==> src/rtl/adder_rr_scheduler.sv <==
// Round-robin scheduler that shares one external pipelined adder among N requesters,
// tagging each issue with its owner so the sum returns to the right requester.
module adder_rr_scheduler #(
    parameter int N       = 4,
    parameter int W       = 128,
    parameter int LAT     = 2,
    parameter int MAX_OUT = 2
) (
    input  logic                 clk_i,
    input  logic                 rst_ni,
    input  logic [N-1:0]         req_valid_i,
    output logic [N-1:0]         req_ready_o,
    input  logic [N*W-1:0]       req_a_i,
    input  logic [N*W-1:0]       req_b_i,
    output logic [W-1:0]         add_a_o,
    output logic [W-1:0]         add_b_o,
    input  logic [W-1:0]         add_sum_i,
    input  logic                 add_cout_i,
    output logic [N-1:0]         resp_valid_o,
    output logic [W-1:0]         resp_sum_o,
    output logic                 resp_cout_o,
    output logic [$clog2(N)-1:0] resp_id_o,
    input  logic                 flush_req_i,
    output logic                 flush_done_o,
    output logic                 busy_o
);

    localparam int IDW = $clog2(N);
    localparam int CW  = $clog2(MAX_OUT + 1);

    typedef enum logic [1:0] {IDLE, RUN, DRAIN} state_e;

    state_e           state_q, state_d;
    logic [IDW-1:0]   rr_ptr_q, rr_ptr_d;
    logic [CW-1:0]    out_cnt_q [N];
    logic [CW-1:0]    out_cnt_d [N];
    logic [W-1:0]     add_a_q, add_a_d;
    logic [W-1:0]     add_b_q, add_b_d;
    logic             flush_done_q, flush_done_d;

    // Stage 0 rides with the operand register; stages 1..LAT shadow the adder's internal registers.
    logic [LAT:0]     tag_vld_q;
    logic [IDW-1:0]   tag_id_q [LAT+1];

    logic [N-1:0]     resp_hit;
    logic [N-1:0]     eligible;
    logic [N-1:0]     grant;
    logic [IDW-1:0]   grant_id;
    logic [IDW:0]     scan_idx;
    logic             found;
    logic             grant_en;
    logic             accept;
    logic             pipe_empty;
    logic             pipe_drains;

    assign pipe_empty  = ~|tag_vld_q;
    assign pipe_drains = ~|tag_vld_q[LAT-1:0];
    assign grant_en    = (state_q != DRAIN) && !flush_req_i;
    assign accept      = |grant;

    always_comb begin
        resp_hit = '0;
        if (tag_vld_q[LAT]) begin
            resp_hit[tag_id_q[LAT]] = 1'b1;
        end
    end

    // A response retiring this cycle frees its slot immediately, so a saturated requester can re-issue in the same cycle.
    always_comb begin
        eligible = '0;
        for (int i = 0; i < N; i++) begin
            eligible[i] = req_valid_i[i] && ((out_cnt_q[i] < CW'(MAX_OUT)) || resp_hit[i]);
        end
    end

    always_comb begin
        grant    = '0;
        grant_id = '0;
        found    = 1'b0;
        scan_idx = '0;
        for (int k = 0; k < N; k++) begin
            scan_idx = {1'b0, rr_ptr_q} + (IDW+1)'(k);
            if (scan_idx >= (IDW+1)'(N)) begin
                scan_idx = scan_idx - (IDW+1)'(N);
            end
            if (!found && grant_en && eligible[scan_idx[IDW-1:0]]) begin
                found    = 1'b1;
                grant_id = scan_idx[IDW-1:0];
            end
        end
        if (found) begin
            grant[grant_id] = 1'b1;
        end
    end

    always_comb begin
        add_a_d  = add_a_q;
        add_b_d  = add_b_q;
        rr_ptr_d = rr_ptr_q;
        for (int i = 0; i < N; i++) begin
            if (grant[i]) begin
                add_a_d = req_a_i[i*W +: W];
                add_b_d = req_b_i[i*W +: W];
            end
        end
        if (accept) begin
            rr_ptr_d = (grant_id == IDW'(N - 1)) ? '0 : grant_id + 1'b1;
        end
    end

    always_comb begin
        for (int i = 0; i < N; i++) begin
            out_cnt_d[i] = out_cnt_q[i];
            if (grant[i] && !resp_hit[i]) begin
                out_cnt_d[i] = out_cnt_q[i] + CW'(1);
            end else if (!grant[i] && resp_hit[i]) begin
                out_cnt_d[i] = out_cnt_q[i] - CW'(1);
            end
        end
    end

    // DRAIN finishes when the last valid tag is in the final stage, so flush_done lands the cycle after the last response.
    always_comb begin
        state_d      = state_q;
        flush_done_d = 1'b0;
        case (state_q)
            IDLE: begin
                if (flush_req_i) begin
                    flush_done_d = 1'b1;
                end else if (accept) begin
                    state_d = RUN;
                end
            end
            RUN: begin
                if (flush_req_i) begin
                    state_d = DRAIN;
                end else if (!accept && pipe_empty) begin
                    state_d = IDLE;
                end
            end
            DRAIN: begin
                if (pipe_drains) begin
                    flush_done_d = 1'b1;
                    state_d      = IDLE;
                end
            end
            default: state_d = IDLE;
        endcase
    end

    always_ff @(posedge clk_i or negedge rst_ni) begin
        if (!rst_ni) begin
            state_q      <= IDLE;
            rr_ptr_q     <= '0;
            add_a_q      <= '0;
            add_b_q      <= '0;
            flush_done_q <= 1'b0;
            tag_vld_q    <= '0;
            for (int i = 0; i < N; i++) begin
                out_cnt_q[i] <= '0;
            end
            for (int s = 0; s <= LAT; s++) begin
                tag_id_q[s] <= '0;
            end
        end else begin
            state_q      <= state_d;
            rr_ptr_q     <= rr_ptr_d;
            add_a_q      <= add_a_d;
            add_b_q      <= add_b_d;
            flush_done_q <= flush_done_d;
            tag_vld_q    <= {tag_vld_q[LAT-1:0], accept};
            tag_id_q[0]  <= grant_id;
            for (int i = 0; i < N; i++) begin
                out_cnt_q[i] <= out_cnt_d[i];
            end
            for (int s = 1; s <= LAT; s++) begin
                tag_id_q[s] <= tag_id_q[s-1];
            end
        end
    end

    assign req_ready_o  = grant;
    assign add_a_o      = add_a_q;
    assign add_b_o      = add_b_q;
    assign resp_valid_o = resp_hit;
    assign resp_sum_o   = tag_vld_q[LAT] ? add_sum_i : '0;
    assign resp_cout_o  = tag_vld_q[LAT] & add_cout_i;
    assign resp_id_o    = tag_vld_q[LAT] ? tag_id_q[LAT] : '0;
    assign flush_done_o = flush_done_q;
    assign busy_o       = (state_q != IDLE) || !pipe_empty;

endmodule

==> config.mk <==
export PLATFORM = sky130hd
export DESIGN_NAME = adder_rr_scheduler
export DESIGN_NICKNAME = d
export VERILOG_FILES = /design/src/rtl/adder_rr_scheduler.sv
export SDC_FILE = /design/constraint.sdc
export NUM_CORES = 1
export LEC_CHECK = 0
export CORE_AREA = 2 2 613 615
export DETAILED_ROUTE_END_ITERATION = 10
export DIE_AREA = 0 0 615 617
export PLACE_DENSITY = 0.3
export SLEW_MARGIN = 20
export SYNTH_ARGS = -nofsm -noshare
export SYNTH_HDL_FRONTEND = slang
export SYNTH_SLANG_ARGS = --single-unit
==> constraint.sdc <==
create_clock -name clk_i -period 12 [get_ports clk_i]
set_input_delay 2.4 -clock clk_i [delete_from_list [all_inputs] [get_ports clk_i]]
set_output_delay 2.4 -clock clk_i [all_outputs]
set_load 0.02 [all_outputs]
After elaboration in Yosys (flattened, before gate mapping) --
Cells that the tools add are included.
Storage, ports and cells: flip-flop bits (word level) 278, bits of input ports 1160, output and inout bits 397, logic and storage cells 161
Operators by class: $add $sub $neg 16, $lt $le $gt $ge 16, equality and inequality tests 8, muxes and demuxes 54, bitwise logic cells 1, reduce and logical (&&, ||, !) cells 53
Operators with widths (number):
- $mux 128 | 9
- $mux 2 | 23
- $logic_and 1x1->1 | 23
- $lt 2x3->1 const B | 6
- $sub 2x1->2 const B | 8
- $logic_not 1->1 | 14
- $mux 1 | 12
- $add 2x1->2 const B | 5
- $reduce_bool 2->1 | 5
- $ge 3x3->1 const B | 3
- $bmux 1 s2 | 4
- $lt 2x2->1 const B | 4
- $mux 4 | 2
- $ne 2x2->1 const B | 4
- $add 2x2->3 const B | 2
- $pmux 2 s3 | 1
- $logic_or 1x1->1 | 5
- $demux 1 s2 | 2
- $eq 2x2->1 const B | 2
- $ge 2x1->1 const B | 2
- $reduce_and 4->1 | 1
- $reduce_bool 4->1 | 1
- $reduce_or 4->1 | 1
- $add 2x1->3 const B | 1
- 8 further kinds | 8

Depth between registers and ports, before layout --
depth in word-level cells 34, mapped depth 17

Worst setup path after synthesis --
Ideal clock, no wire load.
path type input -> output, start point in req_valid_i[1], end point out req_ready_o[2], arrival time 4790 ps, path slack 4810 ps, stages 10, cell sequence a21boi_2 mux4_2 o211ai_2 o32ai_1 ha_1 buf_2 buf_2 clkbuf_1 clkbuf_1 and2_1
On the way: cells in the longest elaborated chain, start to end 22
Ends and longest elaborated chain:
- start, declared | RTL line 11 | input logic [N-1:0] req_valid_i,
- $logic_and 1x1->1 (*) | RTL line 72 | eligible[i] = req_valid_i[i] && ((out_cnt_q[i] < CW'(MAX_OUT)) || resp_hit[i]);
- $bmux 1 s2 | RTL line 86 | if (!found && grant_en && eligible[scan_idx[IDW-1:0]]) begin
- $mux 1 (implied by the code) | RTL line 86
- $logic_and 1x1->1 | RTL line 86
- $mux 1 | RTL line 86
- $logic_not 1->1 | RTL line 86
- $logic_and 1x1->1 (2 in series) | RTL line 86
- $mux 1 | RTL line 86
- (+5 left out)
- $logic_and 1x1->1 (2 in series) | RTL line 86
- $mux 2 (*) | RTL line 86
- via grant_id[1] | RTL line 48 | logic [IDW-1:0] grant_id;
- $lt 2x3->1 (implied by the code) or $ge 2x1->1 (tied branches) | RTL line 92 | grant[grant_id] = 1'b1;
- $logic_and 1x1->1 (implied by the code) | RTL line 92
- $mux 1 (implied by the code) | RTL line 92
- $demux 1 s2 (*) | RTL line 92
- $mux 4 (*) | RTL line 91 | if (found) begin
- end, declared | RTL line 12 | output logic [N-1:0] req_ready_o,
The timed path passes the listed nets; every way through them passes the cells marked *. The select of a mux whose other input is x is not followed.

Worst setup path after layout --
start point in req_valid_i[1], end point out req_ready_o[3]
The elaborated chain is that of the path after synthesis.

==> run_results.csv <==
group,metric,value,unit
setup_path,timing.critical_path.arrival,5.90,ns
yosys,synth_adder_area_share,0.638,%
outcome,status,"completed",
timing,timing.final.setup_violations,0,
yosys,synth.area.mux_share,27.2,%
grt,top_usage_layer,"met2",
clocking,cts_buffers,48,
placed_design,dp_hpwl,196000,um
timing,final_min_period,8.30,ns
floorplanning,num_ports,1557,
timing,final-hold-violation-count,0,
detailed_routing,antenna_left,0,
clocking,cts.hold.buffers_added,0,
setup_path,r2r_setup_slack,5.50,ns
yosys,post-synth-top-area-cell,"sky130_fd_sc_hd__dfrtp_1",
clocking,ctsHtreeMaxLevel,2,
power_and_ir_drop,cellPowerDensity,207,nW/um2
hold_path,worstHoldStart,"tag_id_q[3]$_DFF_PN0_",
setup_path,r2r_start,"tag_vld_q[2]$_DFF_PN0_",
floorplanning,fp-row-count,225,
timing,rsz_0062_raised_after_global_routing,"no",
setup_path,worstPathRequired,9.60,ns
grt,global_route.usage.met1,13.3,%
setup_path,critical_path_peak_fanout,49,
detailed_routing,num_vias,23146,
placed_design,pre_cts_ws,3.71,ns
yosys,dominant_combinational_cell_family_by_area_after_synthesis,"multiplexers",
yosys,seq_area_frac_synth,36.6,%
clocking,tritoncts,"done",
setup_path,timing.critical_path.to_type,"output pin",
setup_path,cpMaxStageDelayCell,"sky130_fd_sc_hd__clkdlybuf4s50_1",
grt,grt_first_pass_wirelength,280000,um
yosys,synthesis.nets,3390,
detailed_routing,wirelength,225000,um
setup_path,crit_path_start_kind,"input port",
yosys,synthesis.yosys.warnings,0,
timing,skew,0.0461,ns
yosys,synthesis.instances,2222,
layout,layout_common_cells,"sky130_fd_sc_hd__clkdlybuf4s50_1 (1,552), sky130_fd_sc_hd__nand2_1 (516), sky130_fd_sc_hd__mux2i_1 (513)",
yosys,top_cell_type_s_share_of_synthesized_area,36.6,%
clocking,clk_transition_reported_paths,0.05,ns
setup_path,ff_to_ff_path_depth,12,
floorplanning,floorplan.initialDensity,5.09,%
detailed_routing,avgRoutedWirePerCell,25.7,um
detailed_routing,drt_iter0_drc,1266,
grt,grt.met3_usage,3.88,%
detailed_routing,detail_route.first_pass.iterations,5,
layout,fillers,43124,
job,max_cap_check_violation_count,0,
hold_path,timing.hold.worst_path_depth,0,
layout,final_common_cell,"sky130_fd_sc_hd__clkdlybuf4s50_1",
setup_path,timing.critical_path.slowest_cell_delay,0.64,ns
setup_path,critical_path.most_common_cell,"sky130_fd_sc_hd__clkdlybuf4s50_1",
yosys,netlist_top_cells_area,"sky130_fd_sc_hd__dfrtp_1 (37%), sky130_fd_sc_hd__mux2i_1 (27%), sky130_fd_sc_hd__nand2_1 (10%), sky130_fd_sc_hd__o21ai_0 (6.9%), sky130_fd_sc_hd__o21ai_1 (6.7%)",
grt,grt_overflow_total,0,
yosys,synthFlopType,"sky130_fd_sc_hd__dfrtp_1",
setup_path,largest_delay_contributor_family_on_the_critical_path,"buffers and inverters",
timing,worst_slew_pin_slew,1.08,ns
clocking,cts_buffer_depth,3,
layout,layout.core_utilization,11.2,%
setup_path,worstReg2RegEnd,"add_a_o[102]$_DFFE_PN0P_",
grt,grt_max_degree,178,
power_and_ir_drop,vdd.ir_drop.worst,0.124,mV
yosys,ys_seq_elements,278,
layout,areaGrowthSynthToFinish,121,%
yosys,synth_area_per_cell,8.56,um2
clocking,clockRootBuffer,"sky130_fd_sc_hd__clkbuf_16",
placed_design,place_inst,8612,
power_and_ir_drop,power.leakage,0.0158,uW
timing,maxClockFrequency,121,MHz
timing,relSlewSlack,27.8,%
power_and_ir_drop,report.power.total,8700,uW
yosys,netlist-cell-type-count,46,
grt,gr-usage-all-layers,11.3,%
layout,finish.net_count,4836,
clocking,cts_post_setup_buffers_inserted,0,
setup_path,path_buf_inv,3,
hold_path,worstHoldEndpoint,"tag_id_q[1]$_DFF_PN0_",
detailed_routing,remaining_design_rule_violation_count,0,
yosys,yosys.area_share.simple,15.1,%
floorplanning,floorplan.die.height,617,um
floorplanning,core,374000,um2
yosys,synth-xor-area-share,0.553,%
yosys,synthArstFlopShare,100,%
grt,met2_usage,19.9,%
detailed_routing,via_per_inst,2.65,
setup_path,crit_type,"in2out",
grt,grt_antenna_before_repair,180,
yosys,synth_compound_gate_area_share,14.8,%
timing,post-route-worst-setup-slack,3.70,ns
layout,layout.cells.non_filler,8729,
grt,via_count_of_the_first_global_routing_pass,23829,
floorplanning,fp.dieArea,379000,um2
clocking,clock_tree_sinks,278,
placed_design,place.port_buffers,1556,
layout,layout-drive-gt1-share,3.48,%
timing,fin_tns_setup,0,ns
timing,finalCritPeriodShare,69.2,%
yosys,edff_count_synth,0,
clocking,clk_latency,0.70,ns
yosys,synth_area,19000,um2
setup_path,cp_cell_sequence,"clkdlybuf4s50_1, a21boi_2, mux4_2, o211ai_2, o32ai_1, ha_1, inv_8, nor2_1, clkdlybuf4s50_1",
floorplanning,chipWidth,615,um
placed_design,final_weighted_congestion_in_routability_driven_placement,0.902,
hold_path,hp-class,"reg2reg",
timing,timing.final.max_slew_violations,0,
clocking,ctsResizeCount,0,
[area by class of cell]
type / count / area (um2) / area share [%]
diodes: 30 / 75.1 / 0.179
flip-flops and latches: 278 / 6960 / 16.6
repair buffers: 1585 / 15900 / 37.8
clock inverters: 13 / 188 / 0.447
inverters: 11 / 48.8 / 0.116
multi-input cells: 1744 / 11100 / 26.5
well taps: 4994 / 6250 / 14.9
clock buffers: 74 / 1470 / 3.51
[cell families (layout without fill, tap and decap cells)]
| logic type | count (synthesis) | in the layout |
|---|---|---|
| XOR/XNOR | 12 | 12 |
| AND/OR/NAND/NOR | 667 | 667 |
| AO/OA/AOI/OAI | 540 | 540 |
| other | 0 | 30 |
| flip-flops | 278 | 278 |
| buffers and inverters | 200 | 1683 |
| adder cells (fa/ha/maj) | 10 | 10 |
| multiplexers | 515 | 515 |
[where the power goes]
part           switching, uW  internal [uW]
sequential               336           1400
combinational           3220           2180
clock                    641            924
[cell usage after synthesis, types with 7 or more instances]
library cell / instances
sky130_fd_sc_hd__and2_1: 135
sky130_fd_sc_hd__buf_1: 15
sky130_fd_sc_hd__buf_2: 51
sky130_fd_sc_hd__buf_4: 16
sky130_fd_sc_hd__buf_6: 13
sky130_fd_sc_hd__clkbuf_1: 94
sky130_fd_sc_hd__dfrtp_1: 278
sky130_fd_sc_hd__ha_1: 8
sky130_fd_sc_hd__inv_1: 7
sky130_fd_sc_hd__mux2i_1: 513
sky130_fd_sc_hd__nand2_1: 516
sky130_fd_sc_hd__nor2_1: 8
sky130_fd_sc_hd__o21ai_0: 261
sky130_fd_sc_hd__o21ai_1: 255
sky130_fd_sc_hd__xnor2_1: 7
[how the worst max path moves through the flow]
stage | cells after the start | start | endpoint
after detailed placement | 9 | req_valid_i[1] | req_ready_o[3]
after CTS | 9 | req_valid_i[1] | req_ready_o[3]
after global placement | 9 | req_valid_i[1] | req_ready_o[3]
final | 9 | req_valid_i[1] | req_ready_o[3]
after floorplan | 10 | req_valid_i[1] | req_ready_o[2]
after global routing | 9 | req_valid_i[1] | req_ready_o[3]
[sequential cells by signal (all words and copies together) (netlist names)]
name          flops
tag_vld_q         3
state_q           2
out_cnt_q         8
add_a_o         128
tag_id_q          6
rr_ptr_q          2
flush_done_o      1
add_b_o         128
[through the flow]
step,instance area (um2),hold WS [ns]
2_1_floorplan,19000,0.331
3_3_place_gp,40200,0.335
3_5_place_dp,40200,0.340
4_1_cts,41900,0.352
5_1_grt,41900,0.351
6_report,42000,0.355
[layer usage]
layer,vias to the layer above,part of all wire [%]
li1,10591,-
met1,10981,40
met2,1203,49
met3,335,8.1
met4,36,2.2
met5,-,0.11
(Power assumes the default switching activity.)
